File: src/rtl/output_writeback_controller.sv
// Output writeback controller: takes one batch of SA_HEIGHT systolic-array
// results per compute_done pulse and streams them, one word per accepted
// write, into the output SRAM in raster order starting at a base address.
module output_writeback_controller #(
    parameter int SA_HEIGHT  = 4,
    parameter int ADDR_WIDTH = 6,
    parameter int DATA_WIDTH = 16,
    localparam int SA_BITS   = (SA_HEIGHT > 1) ? $clog2(SA_HEIGHT) : 1
) (
    input  logic                             i_clk,
    input  logic                             i_rst,
    input  logic                             i_en,
    input  logic                             i_reg_clear,
    input  logic                             i_compute_done,
    input  logic [ADDR_WIDTH-1:0]            i_start_addr,
    input  logic [ADDR_WIDTH-1:0]            i_o_size,
    input  logic [SA_HEIGHT*DATA_WIDTH-1:0]  i_sa_data,
    input  logic                             i_wr_ready,
    output logic                             o_wr_en,
    output logic [ADDR_WIDTH-1:0]            o_wr_addr,
    output logic [DATA_WIDTH-1:0]            o_wr_data,
    output logic [SA_BITS-1:0]               o_row_number,
    output logic [ADDR_WIDTH-1:0]            o_o_x,
    output logic [ADDR_WIDTH-1:0]            o_o_y,
    output logic                             o_busy,
    output logic                             o_overrun,
    output logic                             o_done
);

    // Pixel counter and total are twice the address width so size*size
    // never truncates.
    localparam int PW = 2 * ADDR_WIDTH;

    typedef enum logic [1:0] {
        S_IDLE,
        S_WAIT,
        S_WRITE,
        S_DONE
    } state_t;

    state_t state_q, state_d;

    logic [ADDR_WIDTH-1:0] start_q, start_d;
    logic [ADDR_WIDTH-1:0] size_q,  size_d;
    logic [ADDR_WIDTH-1:0] x_q,     x_d;
    logic [ADDR_WIDTH-1:0] y_q,     y_d;
    logic [PW-1:0]         pix_q,   pix_d;
    logic [PW-1:0]         total_q, total_d;
    logic [SA_BITS-1:0]    row_q,   row_d;
    logic                  overrun_q, overrun_d;
    logic [DATA_WIDTH-1:0] buf_q [SA_HEIGHT];
    logic [DATA_WIDTH-1:0] buf_d [SA_HEIGHT];

    logic [PW-1:0] pix_inc;
    logic          last_pix;
    logic          last_row;
    logic          last_col;

    assign pix_inc  = pix_q + PW'(1);
    assign last_pix = (pix_inc == total_q);
    assign last_row = (row_q == SA_BITS'(SA_HEIGHT - 1));
    assign last_col = (x_q == size_q - ADDR_WIDTH'(1));

    // State register; reset forces IDLE immediately.
    always_ff @(posedge i_clk or posedge i_rst) begin
        if (i_rst) begin
            state_q <= S_IDLE;
        end else begin
            state_q <= state_d;
        end
    end

    // Next-state logic; clear overrides every other condition.
    always_comb begin
        state_d = state_q;
        if (i_reg_clear) begin
            state_d = S_IDLE;
        end else begin
            case (state_q)
                S_IDLE: begin
                    if (i_en) begin
                        state_d = (i_o_size == '0) ? S_DONE : S_WAIT;
                    end
                end
                S_WAIT: begin
                    if (i_compute_done) begin
                        state_d = S_WRITE;
                    end
                end
                S_WRITE: begin
                    if (i_wr_ready) begin
                        if (last_pix) begin
                            state_d = S_DONE;
                        end else if (last_row) begin
                            state_d = S_WAIT;
                        end else begin
                            state_d = S_WRITE;
                        end
                    end
                end
                S_DONE: begin
                    state_d = S_DONE;
                end
                default: begin
                    state_d = S_IDLE;
                end
            endcase
        end
    end

    // Datapath next-state: configuration latch, batch capture and the
    // pix/x/y/row counters that advance only on an accepted write.
    always_comb begin
        start_d   = start_q;
        size_d    = size_q;
        total_d   = total_q;
        pix_d     = pix_q;
        x_d       = x_q;
        y_d       = y_q;
        row_d     = row_q;
        overrun_d = overrun_q;
        buf_d     = buf_q;

        if (i_reg_clear) begin
            pix_d     = '0;
            x_d       = '0;
            y_d       = '0;
            row_d     = '0;
            overrun_d = 1'b0;
        end else begin
            case (state_q)
                S_IDLE: begin
                    if (i_en) begin
                        start_d = i_start_addr;
                        size_d  = i_o_size;
                        total_d = PW'(i_o_size) * PW'(i_o_size);
                        pix_d   = '0;
                        x_d     = '0;
                        y_d     = '0;
                        row_d   = '0;
                    end
                end
                S_WAIT: begin
                    if (i_compute_done) begin
                        for (int unsigned r = 0; r < SA_HEIGHT; r++) begin
                            buf_d[r] = i_sa_data[r*DATA_WIDTH +: DATA_WIDTH];
                        end
                        row_d = '0;
                    end
                end
                S_WRITE: begin
                    if (i_compute_done) begin
                        overrun_d = 1'b1;
                    end
                    if (i_wr_ready) begin
                        pix_d = pix_inc;
                        row_d = last_row ? '0 : row_q + SA_BITS'(1);
                        if (last_col) begin
                            x_d = '0;
                            y_d = y_q + ADDR_WIDTH'(1);
                        end else begin
                            x_d = x_q + ADDR_WIDTH'(1);
                        end
                    end
                end
                S_DONE: begin
                    if (i_compute_done) begin
                        overrun_d = 1'b1;
                    end
                end
                default: begin
                    overrun_d = overrun_q;
                end
            endcase
        end
    end

    // Datapath registers; reset clears counters, configuration and buffer.
    always_ff @(posedge i_clk or posedge i_rst) begin
        if (i_rst) begin
            start_q   <= '0;
            size_q    <= '0;
            total_q   <= '0;
            pix_q     <= '0;
            x_q       <= '0;
            y_q       <= '0;
            row_q     <= '0;
            overrun_q <= 1'b0;
            for (int unsigned r = 0; r < SA_HEIGHT; r++) begin
                buf_q[r] <= '0;
            end
        end else begin
            start_q   <= start_d;
            size_q    <= size_d;
            total_q   <= total_d;
            pix_q     <= pix_d;
            x_q       <= x_d;
            y_q       <= y_d;
            row_q     <= row_d;
            overrun_q <= overrun_d;
            buf_q     <= buf_d;
        end
    end

    // Output decode from state and registers only; the address is base plus
    // the low bits of the pixel counter, wrapping naturally.
    always_comb begin
        o_wr_en      = 1'b0;
        o_wr_addr    = '0;
        o_wr_data    = '0;
        o_o_x        = '0;
        o_o_y        = '0;
        o_row_number = row_q;
        o_busy       = (state_q == S_WAIT) || (state_q == S_WRITE);
        o_done       = (state_q == S_DONE);
        o_overrun    = overrun_q;
        if (state_q == S_WRITE) begin
            o_wr_en   = 1'b1;
            o_wr_addr = start_q + pix_q[ADDR_WIDTH-1:0];
            o_wr_data = buf_q[row_q];
            o_o_x     = x_q;
            o_o_y     = y_q;
        end
    end

endmodule
File: config.mk
export PLATFORM = sky130hd
export DESIGN_NAME = output_writeback_controller
export DESIGN_NICKNAME = d
export VERILOG_FILES = /design/src/rtl/output_writeback_controller.sv
export SDC_FILE = /design/constraint.sdc
export NUM_CORES = 1
export LEC_CHECK = 0
export BUFFER_PORTS_ARGS = -buffer_cell sky130_fd_sc_hd__buf_2
export CORE_MARGIN = 1.5
export CORE_UTILIZATION = 61
export DETAILED_ROUTE_END_ITERATION = 16
export PLACE_DENSITY = 0.86
export SKIP_CTS_REPAIR_TIMING = 1
export SLEW_MARGIN = 0
export SYNTH_ARGS = -nofsm -noshare
export SYNTH_HDL_FRONTEND = slang
export SYNTH_SLANG_ARGS = --single-unit
File: constraint.sdc
create_clock -name i_clk -period 8.3 [get_ports i_clk]
set_input_delay 1.66 -clock i_clk [delete_from_list [all_inputs] [get_ports i_clk]]
set_output_delay 1.66 -clock i_clk [all_outputs]
set_load 0.01 [all_outputs]
==> qor.yml <==
nets: 854
outcome: "finished, final reports clean"
yosys_warnings: 0
hold_ws_ns: 0.484
wl_per_cell_um: 17.2
core_area_sq_mm: 0.0108
synthFlopType: "dfrtp_1"
dpl.hpwl_um: 11000
synth_top_area_share: 0.423
die_y_um: 109
cpMaxStageDelayCell: "fa_1"
power.density_mw_per_mm2: 296
critical_path.startpoint_type: "primary input"
cts.path.max_buffers: 2
drt_wl_total_um: 15300
setup_viol_count_final: 0
antenna_cells: 0
worst_pin_slew_ns: 0.916
power_leakage_nw: 3.77
avgSynthCellArea_sq_um: 10.9
gp_congestion: 0.920
grt_first_pass_wirelength_um: 25100
clock_tree.root_cell: "clkbuf_8"
utilization: 0.748
placed_cell_area_sq_mm: 0.00752
fin_cells: 889
cp_data_required_time_ns: 8.74
finalMaxSlewViolations: 0
grt_pass1_vias: 5305
num_vias: 5168
dieArea_sq_mm: 0.0118
cts.sinks: 115
crit_buf_inv: 2
critPathTopFamily: "adder cells"
clock-skew-final_ns: 0.0128
firstDrtPassIters: 5
syn_area_sq_mm: 0.00681
setup-tns-final_ns: 0
maxCapViolations: 0
crit_cells: 13
yosysSeqAreaShare: 0.423
fp-row-count: 38
worstSetupEndpointType: "register"
dieWidth_um: 109
netlist_instances: 623
path_clk_slew_ns: 0.06
area_growth_pct: 19.1
cts_tree: "built"
final_common_cell: "buf_2"
layout-drive-gt1-share: 0.250
synth-edff-count: 0
antenna_found_initial: 0
grt_usage: 0.281
multiInputGateArea_sq_mm: 0.00368
drc: 0
reg2reg_depth: 7
worst_skew_pair.late_latency_ns: 0.53
ant_nets: 0
ir_worst_vdd_v: 0.000214
path_max_fanout: 8
yosys_register_bits: 115
hold_depth: 1
rsz0062_at_grt: "false"
arrival_ns: 5.13
place_ws_ns: 3.09
final_cell_mix: "buf_2 (121), dfrtp_1 (115), mux2_1 (73)"
gr-total-overflow: 0
hold_viol: 0
h-tree-depth: 4
place_inst: 857
fmax_mhz: 213
start_util: 0.628
synth_largest_area_cell: "dfrtp_1"
io_pins: 122
fin_area_sq_mm: 0.00811
worst_hold_path_type: "reg -> reg"
vias_per_cell: 5.81
yosys-top-cells-area: "dfrtp_1 (42%), mux2_1 (12%), mux4_2 (5.3%), ha_1 (5.0%), and2_1 (4.3%)"
layout_setup_ws_ns: 3.61
fin_crit_sh: 0.565
cts-buffers-inserted: 17
crit_chain: "buf_2 > nand2_1 > fa_1 > fa_1 > inv_1 > fa_1 > ha_1 > and3b_1 > o21a_1 > o21a_1 > o31a_1 > o21a_1 > o31ai_1"
synth_nets: 741
grt_max_degree: 65
critical_path_class: "in -> reg"
yosysUniqueCellTypes: 56
fin_crit_ns: 4.69
maxSlewHeadroom: 0.390
power.total_mw: 2.40
cp_slowest_stage_delay_ns: 0.55
final.fill_count: 756
postSynth.asyncResetShare: 1.00
final-seq-area_sq_mm: 0.00288
drt_iter0_drc: 329
port_buffers: 121
[final cells by class]
class / count / share of cell area
multi-input combinational: 439 / 0.453
sequential: 115 / 0.355
clock buffer: 21 / 0.0579
timing repair buffer: 127 / 0.0802
tap: 140 / 0.0216
clock inverter: 11 / 0.0153
inverter: 36 / 0.0170
[metal layers]
metal | routed length [um] | GRT usage | share of wire
met2 | 7900 | 0.474 | 0.52
met1 | 6310 | 0.349 | 0.41
met3 | 664 | 0.0562 | 0.044
met5 | 0 | 0 | 0
met4 | 386 | 0.130 | 0.025
[where the power goes]
group          total (mW)  switching (mW)  internal (mW)
Sequential          0.925           0.146          0.779
Combinational       0.750           0.371          0.379
Clock               0.723           0.264          0.459
Total                2.40           0.781           1.62
[flip-flops by register name (all words and copies together) (netlist names)]
register and flops:
o_overrun 1, state_q 2, size_q 6, buf_q 64, o_row_number 2, start_q 6
x_q 6, y_q 6, total_q 10, pix_q 12
[cells in the mapped netlist, drive strengths merged (8+ instances only)]
| master | instances |
|---|---|
| a21oi | 22 |
| and2 | 47 |
| clkbuf | 31 |
| dfrtp | 115 |
| fa | 9 |
| ha | 27 |
| inv | 36 |
| mux2 | 76 |
| mux4 | 16 |
| nand2 | 36 |
| nand2b | 8 |
| nand3 | 17 |
| nor2 | 20 |
| nor3 | 10 |
| o21ai | 44 |
| xnor2 | 20 |
| xor2 | 12 |
[worst reg2reg max path: cells and delay by family, from the launching register on]
kind            cells  cell delay (ns)
simple gates        3             1.16
buf+inv             2             0.51
fa+ha+maj           1             0.44
flops               1             0.40
compound gates      1             0.16
[final timing paths]
kind	from	to	slack [ns]
setup / recovery	i_o_size[0]	total_q[10]$_DFFE_PP0P_	3.61
hold / removal	buf_q[18]$_DFFE_PP0P_	buf_q[18]$_DFFE_PP0P_	0.48
setup reg to reg	state_q[0]$_DFFE_PP0P_	y_q[1]$_DFFE_PP0P_	5.57
hold reg to reg	buf_q[18]$_DFFE_PP0P_	buf_q[18]$_DFFE_PP0P_	0.48
max in group asynchronous	i_rst	y_q[3]$_DFFE_PP0P_	5.84
min in group asynchronous	i_rst	buf_q[45]$_DFFE_PP0P_	1.21
[cell families (layout without fill, tap and decap cells)]
family / after synthesis / in the layout / synth area share
xor+xnor: 32 / 32 / 0.0412
mux: 96 / 96 / 0.184
flops: 115 / 115 / 0.423
compound gates: 108 / 108 / 0.101
fa+ha+maj: 36 / 36 / 0.0761
buf+inv: 69 / 195 / 0.0382
simple gates: 167 / 167 / 0.137
(Power assumes the default switching activity.)
